## config.mk

```make
export PLATFORM = sky130hd
export DESIGN_NAME = spi_eeprom_read_arbiter_flat
export DESIGN_NICKNAME = d
export VERILOG_FILES = /design/src/rtl/spi_eeprom_read_arbiter_if.sv /design/src/rtl/spi_eeprom_read_arbiter.sv /design/src/flat_wrapper.sv
export SDC_FILE = /design/constraint.sdc
export NUM_CORES = 1
export LEC_CHECK = 0
export BUFFER_PORTS_ARGS = -buffer_cell sky130_fd_sc_hd__buf_2
export CORE_MARGIN = 5
export CORE_UTILIZATION = 30
export CTS_CLUSTER_DIAMETER = 150
export DETAILED_ROUTE_END_ITERATION = 10
export GPL_ROUTABILITY_DRIVEN = 0
export REMOVE_ABC_BUFFERS = 1
export SYNTH_ARGS = -nofsm -noshare
export SYNTH_HDL_FRONTEND = slang
export SYNTH_SLANG_ARGS = --single-unit
```

## constraint.sdc

```tcl
create_clock -name clk -period 2.9 [get_ports clk]
set_clock_uncertainty 0.15 [all_clocks]
set_input_delay 0 -clock clk [delete_from_list [all_inputs] [get_ports clk]]
set_output_delay 0 -clock clk [all_outputs]
set_load 0.01 [all_outputs]
```

## src/rtl/spi_eeprom_read_arbiter_if.sv

```systemverilog
// Requester-side bundle for the shared SPI EEPROM read arbiter.
// Two requesters, each with its own request/grant/strobe set.
interface spi_eeprom_read_arbiter_if;
    logic       req0;
    logic [7:0] addr0;
    logic [7:0] len0;
    logic       gnt0;
    logic       rvalid0;
    logic       done0;
    logic       req1;
    logic [7:0] addr1;
    logic [7:0] len1;
    logic       gnt1;
    logic       rvalid1;
    logic       done1;
    logic [7:0] rdata;

    modport master (
        output req0, addr0, len0,
        output req1, addr1, len1,
        input  gnt0, rvalid0, done0,
        input  gnt1, rvalid1, done1,
        input  rdata
    );

    modport slave (
        input  req0, addr0, len0,
        input  req1, addr1, len1,
        output gnt0, rvalid0, done0,
        output gnt1, rvalid1, done1,
        output rdata
    );
endinterface

```

## src/rtl/spi_eeprom_read_arbiter.sv

```systemverilog
// Round-robin burst arbiter in front of one SPI EEPROM (READ 0x03).
// Sends command and address, then streams data bytes to the owner.
module spi_eeprom_read_arbiter #(
    parameter int CLK_DIV = 1,
    parameter int CS_IDLE = 2
) (
    input  logic                            clk,
    input  logic                            rst_n,
    spi_eeprom_read_arbiter_if.slave        bus,
    output logic                            busy,
    output logic                            spi_cs_n,
    output logic                            spi_sck,
    output logic                            spi_copi,
    input  logic                            spi_cipo
);
    localparam logic [2:0] ST_IDLE = 3'd0;
    localparam logic [2:0] ST_CMD  = 3'd1;
    localparam logic [2:0] ST_ADDR = 3'd2;
    localparam logic [2:0] ST_DATA = 3'd3;
    localparam logic [2:0] ST_FIN  = 3'd4;
    localparam logic [2:0] ST_GAP  = 3'd5;

    localparam logic [7:0] DIV_LAST = 8'(CLK_DIV - 1);
    localparam logic [7:0] GAP_LAST = 8'(CS_IDLE - 1);
    localparam logic [7:0] CMD_READ = 8'h03;

    logic [2:0] state_q, state_d;
    logic [7:0] div_q, div_d;
    logic [2:0] bit_q, bit_d;
    logic [7:0] sh_q, sh_d;
    logic [7:0] rx_q, rx_d;
    logic [7:0] addr_q, addr_d;
    logic [7:0] len_q, len_d;
    logic [7:0] cnt_q, cnt_d;
    logic [7:0] gap_q, gap_d;
    logic       own_q, own_d;
    logic       last_q, last_d;
    logic       abrt_q, abrt_d;
    logic       gnt0_q, gnt0_d;
    logic       gnt1_q, gnt1_d;
    logic       rv0_q, rv0_d;
    logic       rv1_q, rv1_d;
    logic       dn0_q, dn0_d;
    logic       dn1_q, dn1_d;
    logic [7:0] rdata_q, rdata_d;
    logic       cs_q, cs_d;
    logic       sck_q, sck_d;
    logic       copi_q, copi_d;
    logic       req_own, stop, pick;

    // Next-state logic: arbitration, bit timing, shifting and byte delivery.
    always_comb begin
        state_d = state_q;
        div_d   = div_q;
        bit_d   = bit_q;
        sh_d    = sh_q;
        rx_d    = rx_q;
        addr_d  = addr_q;
        len_d   = len_q;
        cnt_d   = cnt_q;
        gap_d   = gap_q;
        own_d   = own_q;
        last_d  = last_q;
        abrt_d  = abrt_q;
        gnt0_d  = gnt0_q;
        gnt1_d  = gnt1_q;
        rv0_d   = 1'b0;
        rv1_d   = 1'b0;
        dn0_d   = 1'b0;
        dn1_d   = 1'b0;
        rdata_d = rdata_q;
        cs_d    = cs_q;
        sck_d   = sck_q;
        copi_d  = copi_q;
        req_own = own_q ? bus.req1 : bus.req0;
        stop    = abrt_q | ~req_own;
        pick    = bus.req1 & (~bus.req0 | ~last_q);
        case (state_q)
            ST_IDLE: begin
                if (bus.req0 | bus.req1) begin
                    state_d = ST_CMD;
                    own_d   = pick;
                    last_d  = pick;
                    gnt0_d  = ~pick;
                    gnt1_d  = pick;
                    addr_d  = pick ? bus.addr1 : bus.addr0;
                    len_d   = pick ? bus.len1 : bus.len0;
                    cs_d    = 1'b0;
                    sck_d   = 1'b0;
                    sh_d    = CMD_READ;
                    copi_d  = CMD_READ[7];
                    div_d   = 8'd0;
                    bit_d   = 3'd0;
                    cnt_d   = 8'd0;
                    abrt_d  = 1'b0;
                end
            end
            ST_CMD, ST_ADDR, ST_DATA: begin
                abrt_d = stop;
                if (div_q != DIV_LAST) begin
                    div_d = div_q + 8'd1;
                end else begin
                    div_d = 8'd0;
                    sck_d = ~sck_q;
                    if (!sck_q) begin
                        rx_d = {rx_q[6:0], spi_cipo};
                    end else begin
                        bit_d = bit_q + 3'd1;
                        if (state_q != ST_DATA && stop) begin
                            state_d = ST_FIN;
                            copi_d  = 1'b0;
                            dn0_d   = ~own_q;
                            dn1_d   = own_q;
                        end else if (bit_q != 3'd7) begin
                            sh_d   = {sh_q[6:0], 1'b0};
                            copi_d = sh_q[6];
                        end else if (state_q == ST_CMD) begin
                            state_d = ST_ADDR;
                            sh_d    = addr_q;
                            copi_d  = addr_q[7];
                        end else if (state_q == ST_ADDR) begin
                            state_d = ST_DATA;
                            sh_d    = 8'd0;
                            copi_d  = 1'b0;
                        end else begin
                            rdata_d = rx_q;
                            rv0_d   = ~own_q;
                            rv1_d   = own_q;
                            cnt_d   = cnt_q + 8'd1;
                            if (cnt_q == len_q || stop) begin
                                state_d = ST_FIN;
                                dn0_d   = ~own_q;
                                dn1_d   = own_q;
                            end
                        end
                    end
                end
            end
            ST_FIN: begin
                state_d = ST_GAP;
                gnt0_d  = 1'b0;
                gnt1_d  = 1'b0;
                cs_d    = 1'b1;
                sck_d   = 1'b0;
                copi_d  = 1'b0;
                gap_d   = 8'd0;
            end
            ST_GAP: begin
                if (gap_q == GAP_LAST) state_d = ST_IDLE;
                else gap_d = gap_q + 8'd1;
            end
            default: state_d = ST_IDLE;
        endcase
    end

    // State registers with asynchronous return to the idle bus state.
    always_ff @(posedge clk or negedge rst_n) begin
        if (!rst_n) begin
            state_q <= ST_IDLE;
            div_q   <= 8'd0;
            bit_q   <= 3'd0;
            sh_q    <= 8'd0;
            rx_q    <= 8'd0;
            addr_q  <= 8'd0;
            len_q   <= 8'd0;
            cnt_q   <= 8'd0;
            gap_q   <= 8'd0;
            own_q   <= 1'b0;
            last_q  <= 1'b1;
            abrt_q  <= 1'b0;
            gnt0_q  <= 1'b0;
            gnt1_q  <= 1'b0;
            rv0_q   <= 1'b0;
            rv1_q   <= 1'b0;
            dn0_q   <= 1'b0;
            dn1_q   <= 1'b0;
            rdata_q <= 8'd0;
            cs_q    <= 1'b1;
            sck_q   <= 1'b0;
            copi_q  <= 1'b0;
        end else begin
            state_q <= state_d;
            div_q   <= div_d;
            bit_q   <= bit_d;
            sh_q    <= sh_d;
            rx_q    <= rx_d;
            addr_q  <= addr_d;
            len_q   <= len_d;
            cnt_q   <= cnt_d;
            gap_q   <= gap_d;
            own_q   <= own_d;
            last_q  <= last_d;
            abrt_q  <= abrt_d;
            gnt0_q  <= gnt0_d;
            gnt1_q  <= gnt1_d;
            rv0_q   <= rv0_d;
            rv1_q   <= rv1_d;
            dn0_q   <= dn0_d;
            dn1_q   <= dn1_d;
            rdata_q <= rdata_d;
            cs_q    <= cs_d;
            sck_q   <= sck_d;
            copi_q  <= copi_d;
        end
    end

    assign bus.gnt0    = gnt0_q;
    assign bus.gnt1    = gnt1_q;
    assign bus.rvalid0 = rv0_q;
    assign bus.rvalid1 = rv1_q;
    assign bus.done0   = dn0_q;
    assign bus.done1   = dn1_q;
    assign bus.rdata   = rdata_q;
    assign busy        = (state_q != ST_IDLE);
    assign spi_cs_n    = cs_q;
    assign spi_sck     = sck_q;
    assign spi_copi    = copi_q;
endmodule

```

## src/flat_wrapper.sv

```systemverilog
// flat-port wrapper written by rule: the top's interface ports become plain ports
module spi_eeprom_read_arbiter_flat 
#(
    parameter int CLK_DIV = 1,
    parameter int CS_IDLE = 2
)
  (clk, rst_n, busy, spi_cs_n, spi_sck, spi_copi, spi_cipo, bus_req0, bus_addr0, bus_len0, bus_req1, bus_addr1, bus_len1, bus_gnt0, bus_rvalid0, bus_done0, bus_gnt1, bus_rvalid1, bus_done1, bus_rdata);
  spi_eeprom_read_arbiter_if bus_i ();
  input  logic clk;
  input  logic rst_n;
  output logic busy;
  output logic spi_cs_n;
  output logic spi_sck;
  output logic spi_copi;
  input  logic spi_cipo;
  input wire logic [$bits(bus_i.req0)-1:0] bus_req0;
  input wire logic [$bits(bus_i.addr0)-1:0] bus_addr0;
  input wire logic [$bits(bus_i.len0)-1:0] bus_len0;
  input wire logic [$bits(bus_i.req1)-1:0] bus_req1;
  input wire logic [$bits(bus_i.addr1)-1:0] bus_addr1;
  input wire logic [$bits(bus_i.len1)-1:0] bus_len1;
  output wire logic [$bits(bus_i.gnt0)-1:0] bus_gnt0;
  output wire logic [$bits(bus_i.rvalid0)-1:0] bus_rvalid0;
  output wire logic [$bits(bus_i.done0)-1:0] bus_done0;
  output wire logic [$bits(bus_i.gnt1)-1:0] bus_gnt1;
  output wire logic [$bits(bus_i.rvalid1)-1:0] bus_rvalid1;
  output wire logic [$bits(bus_i.done1)-1:0] bus_done1;
  output wire logic [$bits(bus_i.rdata)-1:0] bus_rdata;
  assign bus_i.req0 = bus_req0;
  assign bus_i.addr0 = bus_addr0;
  assign bus_i.len0 = bus_len0;
  assign bus_i.req1 = bus_req1;
  assign bus_i.addr1 = bus_addr1;
  assign bus_i.len1 = bus_len1;
  assign bus_gnt0 = bus_i.gnt0;
  assign bus_rvalid0 = bus_i.rvalid0;
  assign bus_done0 = bus_i.done0;
  assign bus_gnt1 = bus_i.gnt1;
  assign bus_rvalid1 = bus_i.rvalid1;
  assign bus_done1 = bus_i.done1;
  assign bus_rdata = bus_i.rdata;
  spi_eeprom_read_arbiter #(.CLK_DIV(CLK_DIV), .CS_IDLE(CS_IDLE)) u_core (.clk(clk), .rst_n(rst_n), .bus(bus_i), .busy(busy), .spi_cs_n(spi_cs_n), .spi_sck(spi_sck), .spi_copi(spi_copi), .spi_cipo(spi_cipo));
endmodule
```

Word level (Yosys, flattened, before mapping)
Cells that the tools add are included.
- latch bits: 0
- flip-flop bits (word level): 81
- bits in writable memories: 0
- memories kept: 0
- ROM bits: 0
- order comparisons: 0
- eq/ne operators: 22
- $mul: 0
- reduce and logical (&&, ||, !) cells: 22
- div/mod/pow operators: 0
- shift-type cells: 0
- muxes and demuxes: 83
- bitwise gates (word level): 15
- $add $sub $neg: 4
- operators by type and width (cell ; count):
    $mux W8 ; 11
    $mux W7 ; 7
    $pmux W8 S2 ; 3
    $mux W1 ; 41
    $mux W3 ; 12
    $add A8 B1 Y8 const B ; 3
    $pmux W7 S2 ; 1
    $ne A2 B2 Y1 const B ; 6
    $pmux W3 S4 ; 1
    $reduce_and A6 Y1 ; 2
    $not A1 Y1 ; 11
    $ne A5 B1 Y1 const B ; 2
    $eq A8 B1 Y1 const B ; 1
    $eq A8 B8 Y1 ; 1
    $pmux W1 S2 ; 4
    $reduce_and A2 Y1 ; 4
    $reduce_and A8 Y1 ; 1
    $reduce_bool A8 Y1 ; 1
    $reduce_and A7 Y1 ; 1
    $eq A3 B2 Y1 const B ; 2
    $eq A3 B3 Y1 const B ; 2
    $ne A2 B1 Y1 const B ; 3
    $ne A3 B2 Y1 const B ; 2
    $pmux W1 S3 ; 2
    16 further kinds ; 22

Depth between registers and ports, before layout
- depth in word-level cells: 12
- mapped depth: 8
- depth with buffers taken out: 7

Least setup slack after synthesis
OpenSTA, ideal clock, no wires.
- path type: register -> register
- start: register u_core.div_q[0]
- end: register u_core.sh_q[0]
- cell stages (with the launch flop): 9
- path slack: 296 ps
- required time: 2625 ps
- period minus slack after synthesis: 2604 ps
- arrival: 2329 ps
- cells stage by stage: dfrtp_1 -> inv_1 -> ha_1 -> or3b_2 -> or4_1 -> buf_2 -> nand2b_4 -> a21oi_4 -> mux2_2
- word-level cells in the longest chain between the ends: 3
- RTL lines (what ; line ; source):
    from (decl) ; spi_eeprom_read_arbiter.sv:28 ; logic [7:0] div_q, div_d;
    from (signal assigned) ; spi_eeprom_read_arbiter.sv:183 ; div_q <= div_d;
    $reduce_bool A8 Y1 ; spi_eeprom_read_arbiter.sv:100 ; if (div_q != DIV_LAST) begin
    $ne A2 B2 Y1 (no line) ; -- ;
    $reduce_and A6 Y1 (no line) ; -- ;
    to (signal assigned) ; spi_eeprom_read_arbiter.sv:162 ; sh_q <= 8'd0;
    to (signal assigned) ; spi_eeprom_read_arbiter.sv:185 ; sh_q <= sh_d;
    to (decl) ; spi_eeprom_read_arbiter.sv:30 ; logic [7:0] sh_q, sh_d;
No other way between the ends.
A chain may end at the register's enable or synchronous reset.

Worst setup path after layout
- start: register u_core.div_q[0]
- end: register u_core.sh_q[4]
The elaborated chain is that of the path after synthesis.

==> flow_summary.yaml <==
floorplan:
  dieArea_um2: 15600
  core-area_um2: 13100
  io_pins: 55
  die_w_um: 125
  dieHeight_um: 125
  start_util: 0.302
  rows: 42
global_route:
  use_met2: 0.188
  grt_use_met3: 0.0324
  grt.busiest_layer: "met2"
  grt.met1_usage: 0.159
  first_global_vias: 3140
  grt_pass1_wl_um: 15500
  grt_remaining_overflow: 0
  grt_use_total: 0.120
  grt_start_max_net_pins: 82
  antenna_found_initial: 0
timing:
  rsz0062_at_grt: "false"
  finalCritPeriodShare: 0.931
  finalSetupViolCount: 0
  worst_pin_slew_ns: 1.01
  hold_violations: 0
  layout_setup_ws_ns: 0.200
  min_period_ns: 2.70
  fin_hold_ws_ns: 0.0456
  relSlewSlack: 0.324
  drv_slew: 0
  fmax_mhz: 370
route:
  route.vias.total: 3215
  drtAntennaViolNets: 0
  routed_wl_um: 9000
  drc: 0
  dr.pass1.iters: 4
  wire_per_inst_um: 13.3
  vias_per_cell: 4.75
  drt_iter0_markers: 229
cells_and_area:
  utilization: 0.395
  multi_input_area_um2: 1860
  antennaDiodeCount: 0
  layout_common_cells: "79 x dfrtp_1, 55 x nand2_1, 53 x buf_2"
  final_common_cell: "dfrtp_1"
  fill_cells: 1349
  nets: 540
  design_area_um2: 5190
  drive_above_1_share: 0.224
  area_growth_pct: 30.6
  register_area_um2: 2030
pwr:
  finalPower_uw: 4590
  p_leak_uw: 0.00241
  max-vdd-ir-drop_v: 0.000436
  p_per_area_nw_per_um2: 884
job:
  drv_cap: 0
setup_path:
  end_kind: "register"
  cp-start-kind: "register"
  rrSetupSlack_ns: 0.20
  arrival_ns: 2.77
  cp_max_fo: 7
  slowest_delay_ns: 0.48
  crit_chain: "inv_1, ha_1, or3b_2, or4_1, nand2b_4, a21oi_4, mux2_2"
  cp_top_family: "simple AND/OR/NAND/NOR gates"
  required_ns: 2.97
  critPathBufInv: 1
  critical_path_class: "reg -> reg"
  crit_slowest_cell: "or3b_2"
synthesis:
  ys_seq_elements: 81
  synth_edf_count: 0
  synthFlopType: "dfrtp_1"
  synth.distinct_cells: 55
  yosysWarnings: 0
  synth.area.top_cells: "dfrtp_1 50%, nand2_1 5.2%, o21ai_0 5.2%, mux2i_1 4.5%, mux2_2 4.0%"
  syn_area_um2: 3970
  yosysTopAreaCellShare: 0.497
  synth_cells: 398
  yosysTopAreaCell: "dfrtp_1"
  yosysSeqAreaShare: 0.511
  async_flop_share: 1.00
  syn_area_per_cell_um2: 9.98
clock_network:
  cts_hold_buffers: 36
  cts_tree: "built"
  cts.sinks: 81
  ctsLongestPathBuffers: 2
  cts-htree-levels: 3
  cts.clk_slew.worst_paths_ns: 0.07
  cts-resized-gates: 0
  cts_setup_buffers: 0
  root_buffer: "clkbuf_16"
  numCtsBuffers: 9
  clk_latency_ns: 0.34
place:
  dp_slack_ns: 0.191
  portBuffers: 54
  placed_area_um2: 4520
  place.detailed.hpwl_um: 6270
worst_hold_path:
  hold_path_class: "in -> reg"
status:
  status: "finished clean"
-- cell usage after synthesis, drive strengths merged, types with 3 or more instances --
cell,number
a21boi,4
a21oi,5
a22oi,6
and3,6
buf,3
clkbuf,13
dfrtp,79
ha,7
inv,10
mux2,16
mux2i,18
nand2,55
nand2b,3
nand3,17
nand4,6
nor2,35
nor3,9
nor4,3
o21ai,42
or2,3
or3,3
xnor2,10
xor2,11
-- final cells by class --
cell class / instances / share of cell area
clock inverter: 6 / 0.0142
timing repair buffer: 103 / 0.141
tap: 176 / 0.0424
clock buffer: 10 / 0.0460
multi-input combinational: 291 / 0.358
sequential: 81 / 0.391
inverter: 10 / 0.00723
-- routing by layer --
metal	wire [um]	up-vias
met5	0	-
met4	124	0
met3	410	8
met2	4250	69
met1	4220	1536
li1	-	1602
-- tightest hold or removal path: stages --
cell	delay, ns
buf_2	0.13
nor2_1	0.10
a31oi_1	0.17
o32ai_1	0.09
-- sequential cells by signal (all words and copies together), names as in the netlist --
register / flops
u_core.bus.rdata: 8
u_core.last_q: 1
u_core.gap_q: 8
u_core.bus.rvalid0: 1
u_core.spi_cs_n: 1
u_core.bit_q: 3
u_core.div_q: 8
u_core.rx_q: 8
u_core.bus.done0: 1
u_core.sh_q: 7
u_core.abrt_q: 1
u_core.bus.gnt1: 1
u_core.bus.gnt0: 1
u_core.bus.done1: 1
u_core.state_q: 3
u_core.own_q: 1
u_core.spi_copi: 1
u_core.cnt_q: 8
u_core.spi_sck: 1
u_core.addr_q: 8
u_core.bus.rvalid1: 1
u_core.len_q: 8
-- stage by stage --
step                TNS [ns]  instances
CTS                        0        677
global route               0        677
global placement           0        625
floorplan              -2.61        382
finish                     0        677
detailed placement         0        625
-- logic make-up (layout without fill, tap and decap cells) --
family	after synthesis	count (layout)	share of synthesized area
and+or+nand+nor	149	149	0.177
DFF	81	81	0.511
AOI/OAI and AO/OA	79	79	0.126
muxes	34	34	0.0907
buffers and inverters	26	129	0.0249
xor gates and xnor gates	21	21	0.0463
adders and majority gates	8	8	0.0246
-- final timing paths --
kind | from | endpoint | depth (start not counted)
setup / recovery | u_core.div_q[0] | u_core.sh_q[4] | 7
hold / removal | bus_req1 | u_core.spi_sck | 4
setup reg to reg | u_core.div_q[0] | u_core.sh_q[4] | 7
hold reg to reg | u_core.bus.rdata[7] | u_core.bus.rdata[7] | 2
max in group asynchronous | rst_n | u_core.bit_q[2] | 2
min in group asynchronous | rst_n | u_core.gap_q[5] | 2
-- where the power goes --
part	switching [uW]	internal (uW)
logic	936	783
clock network	478	701
registers	230	1460
total	1640	2940
No activity file was read; power rests on OpenSTA's default activity.
